==> src/rtl/dict_ram.sv <==
// Simple-dual-port LZW dictionary RAM with write-first bypass, 1/2-cycle read latency and a clear sequencer.
// Define DICT_RAM_PARITY_EN to store an even-parity bit per word and expose rd_parity_err.
module dict_ram #(
    parameter int                    DATA_WIDTH = 32,
    parameter int                    ADDR_WIDTH = 4,
    parameter int                    DEPTH      = 16,
    parameter int                    RD_LATENCY = 1,
    parameter logic [DATA_WIDTH-1:0] CLEAR_VAL  = '0
) (
    input  logic                  clk,
    input  logic                  rst,
    input  logic                  wr_en,
    input  logic [ADDR_WIDTH-1:0] wr_addr,
    input  logic [DATA_WIDTH-1:0] wr_data,
    input  logic                  rd_en,
    input  logic [ADDR_WIDTH-1:0] rd_addr,
    output logic [DATA_WIDTH-1:0] rd_data,
    output logic                  rd_valid,
    input  logic                  clr_start,
    output logic                  clr_busy,
`ifdef DICT_RAM_PARITY_EN
    output logic                  clr_done,
    output logic                  rd_parity_err
`else
    output logic                  clr_done
`endif
);

`ifdef DICT_RAM_PARITY_EN
    localparam int MW = DATA_WIDTH + 1;
`else
    localparam int MW = DATA_WIDTH;
`endif
    localparam logic [ADDR_WIDTH-1:0] LAST    = ADDR_WIDTH'(DEPTH - 1);
    localparam logic [ADDR_WIDTH:0]   DEPTH_W = (ADDR_WIDTH + 1)'(DEPTH);

    generate
        if (!(RD_LATENCY == 1 || RD_LATENCY == 2)) begin : g_bad_latency
            $error("dict_ram: RD_LATENCY must be 1 or 2");
        end
        if (DEPTH > (1 << ADDR_WIDTH)) begin : g_bad_depth
            $error("dict_ram: DEPTH exceeds 2**ADDR_WIDTH");
        end
    endgenerate

    typedef enum logic [1:0] {IDLE, CLEAR, DONE} state_t;
    state_t state, next_state;

    logic [ADDR_WIDTH-1:0] cnt;
    logic [MW-1:0]         mem [DEPTH];

    function automatic logic [MW-1:0] encode(input logic [DATA_WIDTH-1:0] d);
`ifdef DICT_RAM_PARITY_EN
        return {^d, d};
`else
        return d;
`endif
    endfunction

    always_ff @(posedge clk or posedge rst) begin
        if (rst) state <= IDLE;
        else     state <= next_state;
    end

    always_comb begin
        next_state = state;
        clr_busy   = 1'b0;
        clr_done   = 1'b0;
        case (state)
            IDLE:  if (clr_start) next_state = CLEAR;
            CLEAR: begin
                clr_busy = 1'b1;
                if (cnt == LAST) next_state = DONE;
            end
            DONE: begin
                clr_done   = 1'b1;
                next_state = IDLE;
            end
            default: next_state = IDLE;
        endcase
    end

    always_ff @(posedge clk or posedge rst) begin
        if (rst)                cnt <= '0;
        else if (state == CLEAR) cnt <= cnt + 1'b1;
        else                    cnt <= '0;
    end

    logic idle, wr_hit, rd_hit, rd_in_range, bypass;
    assign idle        = (state == IDLE);
    assign wr_hit      = idle && wr_en && ({1'b0, wr_addr} < DEPTH_W);
    assign rd_hit      = idle && rd_en;
    assign rd_in_range = ({1'b0, rd_addr} < DEPTH_W);
    assign bypass      = wr_hit && (wr_addr == rd_addr);

    // Array is deliberately not reset; the clear sequencer owns initialisation.
    always_ff @(posedge clk) begin
        if (state == CLEAR) mem[cnt]     <= encode(CLEAR_VAL);
        else if (wr_hit)    mem[wr_addr] <= encode(wr_data);
    end

    logic [MW-1:0]         rd_word;
    logic [DATA_WIDTH-1:0] s1_data;
    logic                  s1_err;

    always_comb begin
        rd_word = '0;
        s1_data = '0;
        s1_err  = 1'b0;
        if (rd_in_range) begin
            if (bypass) begin
                s1_data = wr_data;
            end else begin
                rd_word = mem[rd_addr];
                s1_data = rd_word[DATA_WIDTH-1:0];
                s1_err  = ^rd_word;
            end
        end
    end

    logic [DATA_WIDTH-1:0] q1_data;
    logic                  q1_valid, q1_err;

    always_ff @(posedge clk or posedge rst) begin
        if (rst) begin
            q1_data  <= '0;
            q1_valid <= 1'b0;
            q1_err   <= 1'b0;
        end else begin
            q1_valid <= rd_hit;
            q1_err   <= rd_hit && (MW > DATA_WIDTH) && s1_err;
            if (rd_hit) q1_data <= s1_data;
        end
    end

    logic                  out_err;

    generate
        if (RD_LATENCY == 2) begin : g_lat2
            logic [DATA_WIDTH-1:0] q2_data;
            logic                  q2_valid, q2_err;
            always_ff @(posedge clk or posedge rst) begin
                if (rst) begin
                    q2_data  <= '0;
                    q2_valid <= 1'b0;
                    q2_err   <= 1'b0;
                end else begin
                    q2_data  <= q1_data;
                    q2_valid <= q1_valid;
                    q2_err   <= q1_err;
                end
            end
            assign rd_data  = q2_data;
            assign rd_valid = q2_valid;
            assign out_err  = q2_err;
        end else begin : g_lat1
            assign rd_data  = q1_data;
            assign rd_valid = q1_valid;
            assign out_err  = q1_err;
        end
    endgenerate

`ifdef DICT_RAM_PARITY_EN
    assign rd_parity_err = out_err;
`else
    logic unused_err;
    assign unused_err = out_err;
`endif

endmodule

==> config.mk <==
export PLATFORM = sky130hd
export DESIGN_NAME = dict_ram
export DESIGN_NICKNAME = d
export VERILOG_FILES = /design/src/rtl/dict_ram.sv
export SDC_FILE = /design/constraint.sdc
export NUM_CORES = 1
export LEC_CHECK = 0
export ABC_AREA = 1
export CAP_MARGIN = 20
export CORE_AREA = 4 4 161 240
export CTS_BUF_LIST = sky130_fd_sc_hd__clkbuf_4
export CTS_CLUSTER_DIAMETER = 40
export DETAILED_ROUTE_END_ITERATION = 10
export DIE_AREA = 0 0 165 244
export PLACE_DENSITY_LB_ADDON = 0.25
export SLEW_MARGIN = 0
export SYNTH_ARGS = -nofsm -noshare
export SYNTH_HDL_FRONTEND = slang
export SYNTH_SLANG_ARGS = --single-unit
export TNS_END_PERCENT = 5
==> constraint.sdc <==
create_clock -name clk -period 3.35 [get_ports clk]
set_input_delay 0.67 -clock clk [delete_from_list [all_inputs] [get_ports clk]]
set_output_delay 0.67 -clock clk [all_outputs]
set_load 0.01 [all_outputs]
## After elaboration in Yosys (flattened, before gate mapping)

Memory sizes are Yosys's and may differ from the RTL's. A register that Yosys moved wholly into a read port is not among the register bits.
Index checks and enable logic that the tools add are counted.

| storage, ports and cells | value |
|---|---|
| bits in writable memories | 512 |
| output and inout bits | 35 |
| memories | 1 |
| flip-flop bits (word level) | 7 |

Memory list:

| memory | words | width | read ports | clocked after Yosys merged registers in | write ports | RTL line | text |
|---|---|---|---|---|---|---|---|
| mem | 16 | 32 | 1 | 1 | 1 | 50 | `logic [MW-1:0] mem [DEPTH];` |

| cells by class | value |
|---|---|
| multiplexer cells | 13 |
| add/subtract/negate cells | 1 |
| equality and inequality tests | 5 |
| reductions and logical operators | 5 |

Operator list:

| kind | number |
|---|---|
| $mux 32 | 1 |
| $reduce_or 32->1 | 1 |
| $mux 4 | 2 |
| $mux 1 | 7 |
| $add 4x1->4 const B | 1 |
| $eq 4x4->1 const B | 1 |
| $mux 2 | 2 |
| $ne 2x2->1 const B | 2 |
| $pmux 2 s2 | 1 |
| $eq 2x1->1 const B | 1 |
| $eq 2x2->1 const B | 1 |
| $logic_and 1x1->1 | 2 |
| $logic_not 2->1 | 1 |
| $reduce_and 2->1 | 1 |

## Logic depth before layout (Yosys ltp)

| logic depth | value |
|---|---|
| depth in word-level cells | 7 |
| gate-level depth with buffers | 13 |

## Worst setup path before layout

OpenSTA, ideal clock, no wires.

| timing | value |
|---|---|
| kind | input -> register |
| start point | in wr_en |
| end point | mem mem[12][0] (netlist bit), enable pin |
| slack | 0.462 ns |
| stages | 6 |
| data required time | 2.929 ns |
| setup time | 0.421 ns |
| data arrival time | 2.467 ns |
| cell sequence | nand2_4 -> inv_2 -> nand2_1 -> nand2_1 -> nand3_1 -> nor2_1 |

| on the way | value |
|---|---|
| longest elaborated chain between the ends | 6 |
| elaborated cells between the ends (all ways) | 7 |

RTL lines:

| element | RTL line | text |
|---|---|---|
| start, declared | 12 | `input logic wr_en,` |
| $logic_and 1x1->1 * | 91 | `assign wr_hit = idle && wr_en && ({1'b0, wr_addr} < DEPTH_W);` |
| $mux 1 * | 99 | `else if (wr_hit) mem[wr_addr] <= encode(wr_data);` |
| $mux 1 * | 98 | `if (state == CLEAR) mem[cnt] <= encode(CLEAR_VAL);` |
| $mux 1 (not written as such) * | 99 |  |
| $reduce_or 32->1 (no line) | - |  |
| $mux 4 (no line) / $mux 1 (equally long branches) | - |  |
| end, declared | 50 |  |

Every way passes the cells marked *; elsewhere a longest branch is shown, timed or not.

## Final worst setup path

| timing | value |
|---|---|
| start point | reg state[1] |
| end point | out clr_busy |

| on the way | value |
|---|---|
| longest elaborated chain between the ends | 2 |

RTL lines:

| element | RTL line | text |
|---|---|---|
| start, declared | 47 | `state_t state, next_state;` |
| start signal, assigned | 62 | `else state <= next_state;` |
| $eq 2x1->1 | 69 | `case (state)` |
| $mux 1 | 69 |  |
| end, declared | 20 | `output logic clr_busy,` |

No other way between the ends.

==> parameters.txt <==
Parameter                              Value

Run status
  Result of the run    finished clean

Clock network
  Max H-tree Level    3
  Root cell of the clock tree    sky130_fd_sc_hd__clkbuf_4
  Clock buffer depth    3
  Resized Gates After CTS    0
  Post-CTS Repair Setup Buffers    0
  Hold buffers post-CTS    0
  Clock sink total    551
  Worst-skew pair later-pin latency    0.84 ns
  Clock tree from TritonCTS    yes
  Number of buffers added by the clock tree synthesis step    117
  Clock transition time at the flip-flop clock pins of the worst setup and hold paths    0.08 ns

Worst setup path
  List of cells traversed by the critical path    inv_1 > nand2_1 > inv_1 > clkdlybuf4s50_1
  Worst reg-to-reg path cell count    11
  Capturing element type of the critical path    output pin
  Highest cell delay on the worst timing path    0.56 ns
  Data required time at the worst endpoint    2.68 ns
  Critical path's slowest cell    sky130_fd_sc_hd__clkdlybuf4s50_1
  Critical path capture point    clr_busy
  CP startpoint kind    flip-flop
  Register-to-register setup slack    0.87 ns
  Crit path max fanout    6
  End of the worst register-to-register path    rd_data[24]
  Reg2reg start    state[1]
  CP Launch Point    state[1]
  Endpoint arrival time on the critical path    2.25 ns
  Worst path most repeated cell    sky130_fd_sc_hd__inv_1
  Worst setup path category    flip-flop to output pin

Routing
  Overall via count from detail_route    16.4k
  1st-pass router iterations    7
  Routed wire length per instance    21.8 um
  Number of design-rule violations left by the first detailed-router iteration    1712
  Number of vias per cell after detailed routing    5.91
  DRC errors left    0
  Count of nets left with antenna violations after detail routing    0
  Total routed wirelength    60.4 mm

Synth
  Total number of yosys warnings    0
  Fraction of the mapped netlist area in adder cells    0.0550%
  Synth Flop Type    sky130_fd_sc_hd__edfxtp_1
  Most frequent cells after synthesis    sky130_fd_sc_hd__nor2_1, sky130_fd_sc_hd__edfxtp_1, sky130_fd_sc_hd__nand2_1, sky130_fd_sc_hd__o21ai_0, sky130_fd_sc_hd__nand3_1
  Combined area of all synthesized cells    0.0228 mm^2
  Number of register bits inferred by synthesis    551
  Sequential fraction of the synthesis area    71.9%
  Cell variety after synth    23
  Number of enable-type register cells in the synthesized netlist    512
  Compound-Gate Fraction of Synth Area    5.74%
  Post-synthesis xor/xnor area fraction    0.0385%
  Cell type with the largest total area after synthesis    sky130_fd_sc_hd__edfxtp_1
  Synthesized net count    2097
  Cells after Synth    2051
  Count leader, synth    sky130_fd_sc_hd__nor2_1
  Dominant combinational cell family by area after synthesis    simple AND/OR/NAND/NOR gates
  Basic-gate share of the synthesized area counting and, or, nand and nor cells    19.0%
  Synth async-reset ratio    7.08%
  Area share of the largest cell type after synthesis    67.6%
  Mux contribution to synthesized area    0%
  Average cell area after synthesis    11.1 um^2
  Cell types occupying the most area after synthesis    sky130_fd_sc_hd__edfxtp_1, sky130_fd_sc_hd__nor2_1, sky130_fd_sc_hd__o21ai_0, sky130_fd_sc_hd__nand2_1, sky130_fd_sc_hd__dfrtp_1

Layout
  Share of layout cells above drive strength 1    12.4%
  Multi-input logic area    0.00578 mm^2
  Final-stage net count    2228
  Storage cell area    0.0164 mm^2
  Post-route cell area    0.0259 mm^2
  Filler cell count    2581
  Core occupancy in the finished layout    70.5%
  Area growth syn-to-layout    13.7%

Floorplanning
  Die Area    0.0403 mm^2
  I/O Pins    80
  Die Y-Extent    244 um
  Core footprint    0.0367 mm^2
  Width of the die    165 um
  Initial cell density of the core    62.0%
  Cell row count    86

Worst hold path
  Worst min path class    input pin to asynchronous set/reset pin

Job
  Number of maximum-capacitance constraint violations    0

Place
  HPWL after detailed placement    34.8 mm
  Number of input and output port buffers inserted    79
  Routability cong.    0.998
  Total placed instance area    0.0243 mm^2

Global route
  Via count of the first global-routing pass    16.6k
  First-pass GRT wire length    91.9 mm
  Total global-route track usage    30.5%
  Initial antenna violation count    1
  Maximum number of pins on one net before global-route repair    133
  Grt ovf    0

STA
  Pin slew with the least headroom to its limit    0.755 ns
  Highest clock rate    343 MHz
  Final Hold Viols    0
  Setup violations, final    0
  Post-route clock period utilization    87.0%
  Max-slew violation count    0
  Maximum clock skew at final layout    0.0609 ns
  Total negative slack    0 ns
  Max-slew headroom at the worst pin    49.7%
  Time the worst path needs with I/O delays and setup    2.92 ns
  RSZ-0062 raised after global routing    no

Pwr
  Cell leakage power    9.85 nW
  Power density of the placed cells    717 mW/mm^2
  Worst-case vdd ir drop    0.495 mV
worst min path at each step:
| stage | end | depth (start not counted) |
|---|---|---|
| 5_1_grt | rd_data[18] | 2 |
| 6_report | rd_data[18] | 2 |
| 2_1_floorplan | cnt[0] | 1 |
| 3_5_place_dp | rd_data[14] | 2 |
| 3_3_place_gp | rd_data[21] | 2 |
| 4_1_cts | rd_data[18] | 2 |
registers in the layout (all words and copies together), names as in the netlist:
| name | count |
|---|---|
| cnt | 4 |
| mem | 512 |
| rd_data | 32 |
| rd_valid | 1 |
| state | 2 |
logic make-up (layout without fill, tap and decap cells):
family	after synthesis	in the layout
and+or+nand+nor	1060	1060
AOI/OAI and AO/OA	260	260
other	0	1
DFF	551	551
buffers and inverters	178	411
xor gates and xnor gates	1	1
adders and majority gates	1	1
routing by layer:
layer | wire [um] | share of wire, % | global-route usage (%) | vias up
met4 | 3100 | 5.1 | 17.6 | 0
met2 | 30100 | 50 | 49.5 | 977
met1 | 21600 | 36 | 38.6 | 7774
met5 | 0 | 0 | 0 | -
met3 | 5540 | 9.2 | 5.21 | 190
li1 | - | - | - | 7423
stage by stage:
stage | setup slack [ns] | std cells | power [mW] | hold WS, ns
finish | 0.434 | 2769 | 18.5 | 0.0992
global route | 0.342 | 2769 | 19.4 | 0.0966
CTS | 0.397 | 2767 | 18.6 | 0.365
detailed placement | 0.333 | 2546 | 13.6 | 0.466
global placement | 0.413 | 2546 | 13.4 | 0.466
floorplan | 0.462 | 2051 | 11.6 | 0.474
where the power goes:
group	internal, mW	switching, mW	total (mW)
sequential	9.05	0.360	9.41
clock	2.51	2.52	5.02
combinational	1.18	2.94	4.11
cell usage in the layout, fill, tap and decap left out, types with 32 or more instances in the layout:
master	Yosys	layout
sky130_fd_sc_hd__nor2_1	534	518
sky130_fd_sc_hd__edfxtp_1	512	512
sky130_fd_sc_hd__nand2_1	311	311
sky130_fd_sc_hd__o21ai_0	257	257
sky130_fd_sc_hd__clkbuf_4	0	177
sky130_fd_sc_hd__nand3_1	174	174
sky130_fd_sc_hd__clkdlybuf4s50_1	0	75
sky130_fd_sc_hd__buf_4	0	47
sky130_fd_sc_hd__inv_1	49	46
sky130_fd_sc_hd__dfrtp_1	39	39
sky130_fd_sc_hd__nand4_1	32	32
final cells by class:
cell class	count	share of cell area, %
multi-input cells	1322	22.3
repair buffers	139	5.43
inverters	51	0.769
well taps	484	2.34
clock inverters	44	0.817
clock buffers	177	5.13
flip-flops and latches	551	63.2
diodes	1	0.00967
worst max-delay path, delay by kind of cell, from the launching register on:
kind | cells | cell delay, ns
DFF | 1 | 0.41
and+or+nand+nor | 1 | 0.17
buffers and inverters | 3 | 0.83
Power figures use the tool's default switching activity.
